`src/rtl/cla_pkg.sv`:
```
// Shared constants and lookahead carry function for the pipelined CLA.
// Latency: none (package only).
// Backpressure: not applicable.
package cla_pkg;

  // Default bits per lookahead group.
  localparam int CLA_GROUP = 4;

  // Widest group the carry function supports; narrower groups zero-pad g/p.
  localparam int CLA_MAXG = 16;

  // Flat sum-of-products lookahead: c[i+1] = g[i] | p[i]g[i-1] | ... | p[i..0]cin.
  // Every carry is built from g/p/cin directly, so no carry depends on another.
  function automatic logic [CLA_MAXG:0] cla_carries(
    input logic [CLA_MAXG-1:0] g,
    input logic [CLA_MAXG-1:0] p,
    input logic                cin
  );
    logic [CLA_MAXG:0] c;
    logic              t;
    c    = '0;
    c[0] = cin;
    for (int i = 0; i < CLA_MAXG; i++) begin
      t = cin;
      for (int m = 0; m <= i; m++) t = t & p[m];
      c[i+1] = t;
      for (int j = 0; j <= i; j++) begin
        t = g[j];
        for (int m = j + 1; m <= i; m++) t = t & p[m];
        c[i+1] = c[i+1] | t;
      end
    end
    return c;
  endfunction

endpackage

```
`src/rtl/cla_group.sv`:
```
// One lookahead group: sum bits, carry out, group generate/propagate.
// Latency: combinational.
// Backpressure: none (pure datapath).
// Ports: a, b (GROUP operand bits), cin -> sum, cout, g (group generate), p (group propagate).
module cla_group
  import cla_pkg::*;
#(
  parameter int GROUP = CLA_GROUP
) (
  input  logic [GROUP-1:0] a,
  input  logic [GROUP-1:0] b,
  input  logic             cin,
  output logic [GROUP-1:0] sum,
  output logic             cout,
  output logic             g,
  output logic             p
);

  logic [CLA_MAXG-1:0] gx;
  logic [CLA_MAXG-1:0] px;
  logic [CLA_MAXG:0]   cv;
  logic [CLA_MAXG:0]   gv;
  logic                unused_hi;

  always_comb begin
    gx             = '0;
    px             = '0;
    gx[GROUP-1:0]  = a & b;
    px[GROUP-1:0]  = a ^ b;
  end

  assign cv   = cla_carries(gx, px, cin);
  // Group generate is the carry out with a zero carry in.
  assign gv   = cla_carries(gx, px, 1'b0);

  assign sum  = px[GROUP-1:0] ^ cv[GROUP-1:0];
  assign cout = cv[GROUP];
  assign g    = gv[GROUP];
  assign p    = &px[GROUP-1:0];

  // Carries above the group width are zero padding.
  assign unused_hi = ^{cv, gv};

endmodule

```
`src/rtl/cla_pipe_adder.sv`:
```
// Pipelined carry-lookahead adder/subtractor, one GROUP-bit group resolved per stage.
// Latency: NSTG = WIDTH/GROUP cycles accept-to-out_valid, one result per cycle.
// Backpressure: stall = out_valid & ~out_ready freezes every stage; in_ready = ~stall.
// Ports: clk, rst (async high); in_valid/in_ready, a, b, cin, sub;
//        out_valid/out_ready, sum, cout (1 = no borrow on sub), ovf (signed overflow).
module cla_pipe_adder
  import cla_pkg::*;
#(
  parameter int WIDTH = 16,
  parameter int GROUP = CLA_GROUP
) (
  input  logic             clk,
  input  logic             rst,
  input  logic             in_valid,
  output logic             in_ready,
  input  logic [WIDTH-1:0] a,
  input  logic [WIDTH-1:0] b,
  input  logic             cin,
  input  logic             sub,
  output logic             out_valid,
  input  logic             out_ready,
  output logic [WIDTH-1:0] sum,
  output logic             cout,
  output logic             ovf
);

  localparam int NSTG = WIDTH / GROUP;

  logic             stall;
  logic [WIDTH-1:0] b_eff;
  logic             c0;

  assign b_eff    = sub ? ~b : b;
  assign c0       = sub | cin;
  assign stall    = out_valid & ~out_ready;
  assign in_ready = ~stall;

  for (genvar k = 0; k < NSTG; k++) begin : g_stg
    localparam int LO  = k * GROUP;
    // Operand bits above this group, carried forward to later stages.
    localparam int REM = WIDTH - LO - GROUP;

    logic                vi, ci;
    logic [GROUP-1:0]    ai, bi, gs;
    logic                gc, gg, gp;
    logic [LO+GROUP-1:0] s_d, s_q;
    logic                vld_q, c_q;

    if (k == 0) begin : g_src
      assign vi  = in_valid;
      assign ci  = c0;
      assign ai  = a[GROUP-1:0];
      assign bi  = b_eff[GROUP-1:0];
      assign s_d = gs;
    end else begin : g_src
      assign vi  = g_stg[k-1].vld_q;
      assign ci  = g_stg[k-1].c_q;
      assign ai  = g_stg[k-1].g_rem.a_q[GROUP-1:0];
      assign bi  = g_stg[k-1].g_rem.b_q[GROUP-1:0];
      assign s_d = {gs, g_stg[k-1].s_q};
    end

    cla_group #(.GROUP(GROUP)) u_grp (
      .a    (ai),
      .b    (bi),
      .cin  (ci),
      .sum  (gs),
      .cout (gc),
      .g    (gg),
      .p    (gp)
    );

    // Bubbles advance too; only a stall holds the registers.
    always_ff @(posedge clk or posedge rst) begin
      if (rst) begin
        vld_q <= 1'b0;
        c_q   <= 1'b0;
        s_q   <= '0;
      end else if (!stall) begin
        vld_q <= vi;
        c_q   <= gc;
        s_q   <= s_d;
      end
    end

    if (REM > 0) begin : g_rem
      // Operands stay right-aligned: the next group is always the low GROUP bits.
      logic [REM-1:0] a_q, b_q, a_d, b_d;
      if (k == 0) begin : g_up
        assign a_d = a[WIDTH-1:GROUP];
        assign b_d = b_eff[WIDTH-1:GROUP];
      end else begin : g_up
        assign a_d = g_stg[k-1].g_rem.a_q[REM+GROUP-1:GROUP];
        assign b_d = g_stg[k-1].g_rem.b_q[REM+GROUP-1:GROUP];
      end
      always_ff @(posedge clk or posedge rst) begin
        if (rst) begin
          a_q <= '0;
          b_q <= '0;
        end else if (!stall) begin
          a_q <= a_d;
          b_q <= b_d;
        end
      end
    end else begin : g_last
      // The last group holds the sign bits of a and b_eff.
      logic ovf_q;
      always_ff @(posedge clk or posedge rst) begin
        if (rst) begin
          ovf_q <= 1'b0;
        end else if (!stall) begin
          ovf_q <= (ai[GROUP-1] == bi[GROUP-1]) & (gs[GROUP-1] != ai[GROUP-1]);
        end
      end
    end

    // The flat lookahead carry must agree with the group G/P form.
    a_gp_consistent : assert property (@(posedge clk) disable iff (rst)
      gc == (gg | (gp & ci)));
  end

  assign out_valid = g_stg[NSTG-1].vld_q;
  assign sum       = g_stg[NSTG-1].s_q;
  assign cout      = g_stg[NSTG-1].c_q;
  assign ovf       = g_stg[NSTG-1].g_last.ovf_q;

endmodule

```
`config.mk`:
```
export PLATFORM = sky130hd
export DESIGN_NAME = cla_pipe_adder
export DESIGN_NICKNAME = d
export VERILOG_FILES = /design/src/rtl/cla_pkg.sv /design/src/rtl/cla_group.sv /design/src/rtl/cla_pipe_adder.sv
export SDC_FILE = /design/constraint.sdc
export NUM_CORES = 1
export LEC_CHECK = 0
export ABC_AREA = 1
export BUFFER_PORTS_ARGS = -buffer_cell sky130_fd_sc_hd__buf_2
export CORE_MARGIN = 2
export CORE_UTILIZATION = 52
export DETAILED_ROUTE_END_ITERATION = 6
export PLACE_DENSITY = 0.76
export SLEW_MARGIN = 40
export SYNTH_ARGS = -nofsm -noshare
export SYNTH_HDL_FRONTEND = slang
export SYNTH_SLANG_ARGS = --single-unit
```
`constraint.sdc`:
```
create_clock -name clk -period 2.9 [get_ports clk]
set_input_delay 0.58 -clock clk [delete_from_list [all_inputs] [get_ports clk]]
set_output_delay 0.58 -clock clk [all_outputs]
set_load 0.01 [all_outputs]
```
## Yosys cells after proc, flatten, opt, wreduce, memory -nomap -nowiden

Cells that the tools add are included.

- Register bits: 97
- Output and inout bits: 20
- Word-level logic and storage cells: 120

- Equality and inequality tests: 2
- Muxes and demuxes: 1
- Bitwise gates (word level): 98

Operator list:

| kind | count |
|---|---|
| AND 1 bit | 42 |
| bitwise OR 1 bit | 41 |
| XOR 4 bit | 8 |
| AND 4 bit | 4 |
| two-way mux 16 bit | 1 |
| NOT 16 bit | 1 |
| NOT 1 bit | 2 |
| == test 1 bit | 1 |
| != test 1 bit | 1 |

## Logic depth before layout (Yosys ltp)

Gate-level depths: netlist of the first run.

- Depth after elaboration: 11
- Gate-level depth with buffers: 12

## By module

Synthesis of the first run repeated with hierarchy kept, for this count alone.

- Cell total of the unflattened synthesis: 547
- Area total of the unflattened synthesis: 4630.7 sq um

By module, submodules not included:

| module | times used | cells an instance | area each (sq um) | sequential area each (sq um) |
|---|---|---|---|---|
| cla_pipe_adder | 1 | 415 | 3784.9 | 2427.3 |
| cla_group (g_stg[2].u_grp ...) | 2 | 35 | 219.0 | 0.0 |
| cla_group (g_stg[0].u_grp ...) | 2 | 31 | 203.9 | 0.0 |

## Least setup slack after synthesis of the first run

No wires, ideal clock.

- Path kind: input to register
- From: input port sub
- To: register g_stg[0].s_q[3]
- Library setup time: 0.118 ns
- Data arrival time: 2.006 ns
- Data required time: 2.782 ns
- Path slack: 0.777 ns
- Cell stages on the path: 12
- Path buffers: 2
- Cells stage by stage: buf_4 -> buf_6 -> xnor2_1 -> inv_1 -> ha_1 -> ha_1 -> nand2_1 -> nand3b_1 -> nand2_1 -> nand3_1 -> nand3_1 -> nand2_1

- Longest elaborated chain between the ends: 9
- Elaborated cells between the ends (all ways): 14
- Classes of those cells: 1 x mux; 13 x bitwise

Ends and longest elaborated chain:

| item | RTL line | text |
|---|---|---|
| start, declared | cla_pipe_adder.sv:19 | `input logic sub,` |
| two-way mux 16 bit | cla_pipe_adder.sv:33 | `assign b_eff = sub ? ~b : b;` |
| XOR 4 bit | cla_group.sv:29 | `px[GROUP-1:0] = a ^ b;` |
| AND 1 bit (3 in series) | cla_pkg.sv:25 | `for (int m = 0; m <= i; m++) t = t & p[m];` |
| bitwise OR 1 bit (3 in series) | cla_pkg.sv:30 | `c[i+1] = c[i+1] \| t;` |
| XOR 4 bit * | cla_group.sv:36 | `assign sum = px[GROUP-1:0] ^ cv[GROUP-1:0];` |
| end signal, assigned | cla_pipe_adder.sv:78 | `s_q <= '0;` |
| end signal, assigned | cla_pipe_adder.sv:82 | `s_q <= s_d;` |
| end, declared | cla_pipe_adder.sv:46 | `logic [LO+GROUP-1:0] s_d, s_q;` |

Every way passes the cells marked *; elsewhere a longest branch is shown, timed or not.
A chain may end at the register's enable or synchronous reset.

## Worst setup path after layout of the first run

Same ends and word-level chain as after synthesis.

==> flow_summary.ini, run 1 <==
[worst_setup_path]
crit_type = in2reg
critical_path.max_stage_delay_ns = 0.28
crit_buf_inv = 2
critical_path.max_fanout = 11
critPathMostFrequentCell = nand2_1
worst_ep_required_time_ns = 3.15
crit_path_end_kind = flop
arrival_ns = 2.13
r2r-start = g_stg[2].g_rem.a_q[0]
cp_startpoint_kind = primary input
startpoint = sub
critical_path.slowest_cell = buf_2
worst_path_dominant_cell_family = simple AND/OR/NAND/NOR gates
worstPathCellList = buf_2, xnor2_1, inv_1, ha_1, ha_1, nand2_1, nand3b_1, nand2_1, nand3_1, nand3_1, nand2_1

[clock_network]
tritoncts_clock_tree = done
worstSkewPairLatency_ns = 0.35
cts_buffers = 9
htreeDepth = 3
clock_path_buffers = 2
postCtsSetupBuffers = 0
cts-resized-gates = 0
clock-root-buffer = clkbuf_8
clkTransAtPathRegs_ns = 0.09
clock-sinks = 97
cts_stage_hold_buffer_count = 0

[sta]
slew_headroom_pct = 51.2
setup_tns_ns = 0
final-max-slew-violation-count = 0
rsz0062_at_grt = no
finalClockSkew_ns = 0.00591
post-route-min-period_ns = 1.88
setup-violations-final = 0
timing_worst_slew_pin_value_ns = 0.731
layout_worst_path_cycle_share_pct = 65.0
hold_violations = 0
max_clock_freq_ghz = 0.531

[cells_and_area]
layout.cell_area.non_filler_sq_um = 5020
drive_gt1_share_pct = 15.2
nNetsFinal = 598
insertedDiodeCount = 0
area_growth_pct = 14.7

[floorplanning]
core.rowCount = 33
vertical_die_dimension_um = 95.7
floorplan.die.width_um = 95.7
io_pins = 58
start_util_pct = 53.5
placeableCoreArea_sq_um = 8180
die_area_sq_um = 9170

[global_routing]
grt_pass1_vias = 3168
largest_net_degree_at_the_start_of_global_routing = 117
grt_pass1_wl_um = 13700
gr-usage-all-layers_pct = 19.3
antenna_found_initial = 0
grt.overflow.total = 0

[place]
place.detailed.hpwl_um = 5440
placement.cell_area_sq_um = 4780
placement.io_buffers = 57
gp_congestion = 0.781

[logic_synthesis]
average_cell_area_after_synthesis_sq_um = 9.04
synth_nets = 546
synth_cell_type_count = 22
synth-warning-count = 0
post_synth_inst_count = 484
synth-seq-area-share_pct = 55.5
postSynthRegisterBits = 97
synthesis.area_sq_um = 4380

[detailed_routing]
drt-vias-per-instance = 4.94
totalWireLength_um = 8060
wire_per_inst_um = 12.5
final_antenna_net_count = 0
drc_errors = 0
drtPass1Iterations = 6
detailroute.via_count = 3194
initialDrtViolationCount = 133

[outcome]
run_status = completed

[pwr]
power_density_nw_per_um2 = 1020
leakage_uw = 0.00260
ir_drop_uv = 449

[job]
timing.max_cap.violations = 0

[hold_path]
min-delay-path-class = in2async
-- final timing paths --
path                                          end  slack (ns)  cells past startpoint
min                        g_stg[0].g_rem.a_q[10]        0.21                      2
max in group asynchronous            g_stg[2].c_q        2.00                      4
min reg2reg                                sum[9]        0.47                      2
max reg2reg                               sum[15]        1.30                      9
min in group clk            g_stg[0].g_rem.a_q[3]        0.42                      3
max                               g_stg[0].s_q[3]        1.02                     11
-- power breakdown --
part	total [uW]	switching [uW]	internal, uW
sequential	2280	332	1950
combinational	1800	1070	729
clock	1040	440	595
-- cells in the mapped netlist (all sizes together) --
cell	number	area, sq um
dfrtp	97	2430
or2	1	6.26
fa	4	80.1
xnor2	18	158
a21oi	1	5.00
o22ai	1	6.26
nor2	7	33.8
inv	33	124
nand2	203	762
ha	20	250
o21ai	50	250
nand4	3	18.8
clkbuf	9	33.8
buf	13	76.3
nand3b	4	30.0
xor2	4	35.0
nand3	16	80.1
-- metal layers --
metal | GRT usage (%) | routed length, um
met5 | 0 | 0
met4 | 6.07 | 115
met3 | 4.62 | 313
met2 | 34.0 | 4110
met1 | 23.6 | 3520
-- sequential cells by signal, indices dropped and copies added, names as in the netlist --
name and count:
g_stg.vld_q 3, g_stg.g_rem.a_q 24, g_stg.s_q 24, g_stg.c_q 3, cout 1, ovf 1
out_valid 1, sum 16, g_stg.g_rem.b_q 24
-- cells by family after synthesis --
| logic type | after synthesis | synth area share (%) |
|---|---|---|
| AND/OR/NAND/NOR | 234 | 21.3 |
| flip-flops | 97 | 55.5 |
| buffers and inverters | 55 | 5.35 |
| AO/OA/AOI/OAI | 52 | 5.97 |
| adder cells (fa/ha/maj) | 24 | 7.55 |
| XOR/XNOR | 22 | 4.40 |
-- cell usage in the layout (no fill, tap or decap), types with 5 or more instances in the layout --
master	instances
xnor2_1	18
clkbuf_8	10
dfrtp_1	97
buf_2	57
nor2_1	6
o21ai_0	45
nand2_1	203
o21ai_1	5
inv_1	31
nand3_1	16
ha_1	20
-- area by class of cell --
type	count	area, sq um
timing repair buffer	63	375
inverter	33	128
tap	105	131
clock inverter	5	103
sequential	97	2430
fill	730	3150
multi-input combinational	332	1720
clock buffer	11	141
-- metrics by stage --
stage / power (uW) / util [%] / setup WS, ns / instances / hold WS, ns
finish: 5110 / 61.4 / 1.02 / 646 / 0.213
global placement: 3990 / 58.1 / 0.764 / 629 / 0.453
detailed placement: 4120 / 58.4 / 0.634 / 630 / 0.452
CTS: 5180 / 61.4 / 1.02 / 646 / 0.211
floorplan: 3590 / - / 0.777 / 484 / 0.440
global route: 5580 / 61.4 / 0.931 / 646 / 0.213
Note: power is estimated with default switching activity, not from simulation.
==> run 2: changes to the inputs <==
--- a/config.mk
+++ b/config.mk
@@ -5,7 +5,7 @@
 export SDC_FILE = /design/constraint.sdc
 export NUM_CORES = 1
 export LEC_CHECK = 0
-export ABC_AREA = 1
+export ABC_AREA = 0
 export BUFFER_PORTS_ARGS = -buffer_cell sky130_fd_sc_hd__buf_2
 export CORE_MARGIN = 2
 export CORE_UTILIZATION = 52
==> constraint.sdc (replaced) <==
create_clock -name clk -period 1.5 [get_ports clk]
set_input_delay 0.3 -clock clk [delete_from_list [all_inputs] [get_ports clk]]
set_output_delay 0.3 -clock clk [all_outputs]
set_load 0.01 [all_outputs]
==> flow_summary.ini, run 2 <==
[outcome]
run_status = complete, but fails checks
failed_checks = setup timing

[hold_path]
min-delay-path-class = in2async

[worst_setup_path]
crit_type = reg2reg
critical_path.slowest_cell = dfrtp_1
cp_startpoint_kind = flop
arrival_ns = 1.96
worstPathCellList = ha_1, ha_2, o211a_1, or3_1, a32o_1
worst_path_dominant_cell_family = adder cells
crit_path_end_kind = flop
critical_path.max_stage_delay_ns = 0.40
critical_path.max_fanout = 3
worst_ep_required_time_ns = 1.75
crit_buf_inv = 0

[detailed_routing]
drt-vias-per-instance = 4.89
drc_errors = 0
final_antenna_net_count = 0
drtPass1Iterations = 4
detailroute.via_count = 3186
totalWireLength_um = 7870
initialDrtViolationCount = 167
wire_per_inst_um = 12.1

[sta]
hold_ws_ns = 0.0588
post-route-min-period_ns = 1.71
timing_worst_slew_pin_value_ns = 0.492
setup-violations-final = 8
final-max-slew-violation-count = 0
layout_worst_path_cycle_share_pct = 114
hold_violations = 0
slew_headroom_pct = 67.2
post-route-worst-setup-slack_ns = -0.210
rsz0062_at_grt = yes
setup_tns_ns = -0.814
max_clock_freq_ghz = 0.585
finalClockSkew_ns = 0.0125

[floorplanning]
start_util_pct = 53.5
io_pins = 58
die_area_sq_um = 9160
core.rowCount = 33
placeableCoreArea_sq_um = 8180
floorplan.die.width_um = 95.7
vertical_die_dimension_um = 95.7

[cells_and_area]
nNetsFinal = 603
largest_registers_in_the_final_layout = g_stg.g_rem.a_q x24, g_stg.g_rem.b_q x24, g_stg.s_q x24
drive_gt1_share_pct = 22.0
fillerInstances = 657
mostFrequentLayoutCells = nand2_1 (221), dfrtp_1 (97), buf_2 (56)
mostFrequentLayoutCell = nand2_1
insertedDiodeCount = 0
area_growth_pct = 20.3
final_cell_count_no_fill = 651

[pwr]
p_total_uw = 10400
power_density_nw_per_um2 = 1980
cellInternalPower_uw = 6730
power.clock.fraction_pct = 17.6
sequentialPowerShare_pct = 42.2
power.switching_uw = 3660
leakage_uw = 0.00278
combinationalPowerShare_pct = 40.1
p_sw_share_pct = 35.2
ir_drop_uv = 957

[clock_network]
worstSkewPairLatency_ns = 0.36
clock-sinks = 97
htreeDepth = 3
clock-root-buffer = clkbuf_8
clkTransAtPathRegs_ns = 0.09
cts_buffers = 9
clock_path_buffers = 2
tritoncts_clock_tree = done

[global_routing]
grt.overflow.total = 0
grt_pass1_wl_um = 13700
grt_pass1_vias = 3061
largest_net_degree_at_the_start_of_global_routing = 98
antenna_found_initial = 0
gr-usage-all-layers_pct = 19.1

[place]
place.detailed.hpwl_um = 5440
number_of_placed_cells_counting_well_taps = 627
dp_slack_ns = -0.367
placement.io_buffers = 57
gp_congestion = 0.772

[logic_synthesis]
synth_largest_type_area_fraction_pct = 55.5
postSynthRegisterBits = 97
ys_top_cells_by_count = nand2_1 (221), dfrtp_1 (97), ha_1 (20)
netlist.top_cell.by_area = dfrtp_1
synth-async-reset-ratio_pct = 100
synth_enable_flop_cells = 0
synth-seq-area-share_pct = 55.5
yosys.cell_count.top_type = nand2_1
post_synth_inst_count = 460
average_cell_area_after_synthesis_sq_um = 9.51
synth_nets = 522
most_area_consuming_cells_after_synthesis = dfrtp_1 (55%), nand2_1 (19%), ha_1 (5.7%)
synth-warning-count = 0
top_ff_cell_synth = dfrtp_1
synth_cell_type_count = 26
synthesis.area_sq_um = 4370

[job]
timing.max_cap.violations = 0
==> run 2: metrics by stage <==
| step | util (%) | cell area (sq um) |
|---|---|---|
| global placement | 60.6 | 4960 |
| floorplan | - | 4420 |
| detailed placement | 60.6 | 4960 |
| CTS | 63.8 | 5220 |
| global route | 64.3 | 5260 |
| finish | 64.3 | 5260 |
==> run 2: worst reg2reg max path, stage by stage, from the launching register on <==
cell	delay [ns]
dfrtp_1	0.40
ha_1	0.28
ha_2	0.18
o211a_1	0.22
or3_1	0.30
a32o_1	0.22
==> run 2: final cells by class <==
type | count | area, sq um | share of cell area [%]
clock inverters | 6 | 90.1 | 1.71
well taps | 105 | 131 | 2.50
repair buffers | 93 | 624 | 11.9
inverters | 5 | 27.5 | 0.523
clock buffers | 10 | 128 | 2.43
flip-flops and latches | 97 | 2430 | 46.1
multi-input cells | 335 | 1830 | 34.8
==> run 2: power by group through the flow <==
stage / Combinational, uW / Sequential (uW) / Clock [uW]
final: 4170 / 4390 / 1830
after global routing: 4750 / 4540 / 1990
after CTS: 4150 / 4390 / 1880
after detailed placement: 3990 / 4450 / 0
after global placement: 3790 / 4400 / 0
after floorplan: 2640 / 4470 / 0
==> run 2: worst paths after layout <==
kind	slack [ns]	depth (start not counted)	to	startpoint
max in group asynchronous	1.06	3	g_stg[0].g_rem.b_q[4]	rst
worst max-delay path	-0.21	5	ovf	g_stg[2].g_rem.b_q[0]
min in group clk	0.14	3	g_stg[0].vld_q	in_valid
worst min register to register	0.46	2	g_stg[1].g_rem.b_q[1]	g_stg[0].g_rem.b_q[5]
worst min-delay path	0.06	3	g_stg[1].g_rem.a_q[5]	rst
worst max register to register	-0.21	5	ovf	g_stg[2].g_rem.b_q[0]
==> run 2: timing repair <==
action                                  CTS  global route
pin swaps                                11             3
buffers inserted                          4             4
endpoints found under the setup margin   11            12
gates resized for setup                   4             4
hold buffers                              0             0
==> run 2: kinds of logic (layout without fill, tap and decap cells) <==
| kind of cell | count (synthesis) | after routing | synth area share (%) |
|---|---|---|---|
| fa+ha+maj | 24 | 24 | 7.55 |
| buf+inv | 28 | 114 | 3.55 |
| compound gates | 51 | 51 | 8.12 |
| xor+xnor | 20 | 20 | 4.00 |
| flops | 97 | 97 | 55.5 |
| simple gates | 240 | 240 | 21.3 |
==> run 2: routing by layer <==
layer  share of wire [%]  wire (um)  GRT usage (%)
met5                   0          0              0
met4                 1.6        126           7.86
met3                 3.8        298           2.82
met2                  47       3680           30.5
met1                  48       3770           26.3
==> run 3: changes to the inputs <==
--- a/config.mk
+++ b/config.mk
@@ -7,10 +7,13 @@
 export LEC_CHECK = 0
 export ABC_AREA = 0
 export BUFFER_PORTS_ARGS = -buffer_cell sky130_fd_sc_hd__buf_2
+export CELL_PAD_IN_SITES_DETAIL_PLACEMENT = 2
+export CELL_PAD_IN_SITES_GLOBAL_PLACEMENT = 2
 export CORE_MARGIN = 2
-export CORE_UTILIZATION = 52
+export CORE_UTILIZATION = 32
 export DETAILED_ROUTE_END_ITERATION = 6
-export PLACE_DENSITY = 0.76
+export GPL_TIMING_DRIVEN = 0
+export PLACE_DENSITY_LB_ADDON = 0.1
 export SLEW_MARGIN = 40
 export SYNTH_ARGS = -nofsm -noshare
 export SYNTH_HDL_FRONTEND = slang
==> flow_summary.ini, run 3 (same netlist as run 2, synthesis figures left out) <==
[outcome]
run_status = complete, but fails checks
failed_checks = setup timing

[cells_and_area]
largest_registers_in_the_final_layout = g_stg.g_rem.a_q x24, g_stg.g_rem.b_q x24, g_stg.s_q x24
drive_gt1_share_pct = 22.2
fillerInstances = 1474
area_growth_pct = 25.8
mostFrequentLayoutCells = nand2_1 (221), dfrtp_1 (97), buf_2 (58)
ff_latch_area_sq_um = 2430
insertedDiodeCount = 0
multiInputGateArea_sq_um = 1830
nNetsFinal = 606
fin_util_pct = 41.4
mostFrequentLayoutCell = nand2_1

[detailed_routing]
final_antenna_net_count = 0
detailroute.via_count = 3362
highest-signal-layer = met4
totalWireLength_um = 11900
met1Wirelength_um = 5620
detailed_routed_wire_length_on_met3_um = 377
drt-vias-per-instance = 4.64
initialDrtViolationCount = 109
wire_per_inst_um = 16.4
drtPass1Iterations = 4
detailed_routed_wire_length_on_met2_um = 5730
drc_errors = 0

[worst_setup_path]
crit_path_end_kind = flop
ff2ff_setup_slack_ns = -0.28
arrival_ns = 2.01
cp_startpoint_kind = flop
worst_ep_required_time_ns = 1.74
crit_type = reg2reg
critical_path.max_fanout = 4

[clock_network]
clock-sinks = 97
clkTransAtPathRegs_ns = 0.07
cts_buffers = 9
tritoncts_clock_tree = done
worstSkewPairLatency_ns = 0.36
htreeDepth = 3
clock_path_buffers = 2
clock-root-buffer = clkbuf_16

[job]
timing.max_cap.violations = 0

[floorplanning]
floorplan.die.width_um = 121
placeableCoreArea_sq_um = 13300
vertical_die_dimension_um = 121
core.rowCount = 42
start_util_pct = 32.9
io_pins = 58
die_area_sq_um = 14600

[pwr]
sequentialPowerShare_pct = 39.4
power.clock.fraction_pct = 21.5
ir_drop_uv = 599
p_total_uw = 11300
power_density_nw_per_um2 = 2050
combinationalPowerShare_pct = 39.1
p_sw_share_pct = 36.8
cellInternalPower_uw = 7130
leakage_uw = 0.00284
power.switching_uw = 4150

[global_routing]
antenna_found_initial = 0
grt_pass1_wl_um = 19800
gr-usage-all-layers_pct = 17.9
largest_net_degree_at_the_start_of_global_routing = 26
grt.overflow.total = 0
grt_pass1_vias = 3701

[sta]
rsz0062_at_grt = yes
max_clock_freq_ghz = 0.563
setup-violations-final = 9
finalClockSkew_ns = 0.0133
layout_worst_path_cycle_share_pct = 118
hold_violations = 0
slew_headroom_pct = 68.3
post-route-worst-setup-slack_ns = -0.276
timing_worst_slew_pin_value_ns = 0.475
final-max-slew-violation-count = 0
post-route-min-period_ns = 1.78

[hold_path]
min-delay-path-class = in2reg

[place]
placement.io_buffers = 56
place.detailed.hpwl_um = 8530
gp_congestion = 0.725
==> run 3: timing repair <==
action	4_1_cts	5_1_grt
hold buffers	1	0
endpoints found under the hold margin	12	0
buffers inserted	7	6
pin swaps	17	8
endpoints found under the setup margin	34	43
gates resized for setup	9	22
==> run 3: final cells by class <==
| class | instances | share of cell area (%) |
|---|---|---|
| sequential | 97 | 44.1 |
| clock inverter | 4 | 0.932 |
| buffer | 22 | 3.66 |
| multi-input combinational | 335 | 33.3 |
| clock buffer | 12 | 4.66 |
| inverter | 5 | 0.455 |
| tap | 176 | 4.00 |
| timing repair buffer | 74 | 8.89 |
==> run 3: critical path: stages, from the launching register on <==
cell and delay [ns]:
dfrtp_1 0.39, ha_1 0.30, ha_2 0.20, o211a_4 0.25
or3_1 0.30, a32o_1 0.23
==> run 3: metrics by stage <==
stage          instances  hold WS [ns]  area [sq um]  setup TNS (ns)  setup slack [ns]
4_1_cts              719         0.132          5400           -1.27            -0.295
6_report             725         0.142          5500           -1.27            -0.276
3_5_place_dp         696         0.347          5020           -3.68            -0.486
2_1_floorplan        460         0.412          4420           -1.59            -0.391
3_3_place_gp         692         0.445          4920          -70.02            -0.703
5_1_grt              725         0.147          5500           -1.95            -0.334
==> run 3: power by group through the flow <==
stage	Sequential (uW)	Combinational, uW	Clock [uW]
finish	4450	4400	2430
global route	4620	5080	2600
CTS	4470	4260	2490
detailed placement	4540	3990	0
global placement	4470	3770	0
floorplan	4470	2640	0
==> run 3: layer usage <==
| layer | vias up | track usage, % |
|---|---|---|
| met3 | 9 | 3.01 |
| met1 | 1661 | 24.3 |
| li1 | 1634 | - |
| met2 | 58 | 28.8 |
| met5 | - | 0 |
| met4 | 0 | 6.54 |
==> run 3: final timing paths <==
kind                                  startpoint  cells after the start                     to
min in group asynchronous                    rst                      3  g_stg[2].g_rem.b_q[2]
max in group asynchronous                    rst                      5        g_stg[1].s_q[7]
hold / removal                              a[5]                      3  g_stg[0].g_rem.a_q[1]
setup / recovery           g_stg[2].g_rem.a_q[0]                      5                    ovf
hold reg to reg                           sum[1]                      2                 sum[1]
setup reg to reg           g_stg[2].g_rem.a_q[0]                      5                    ovf
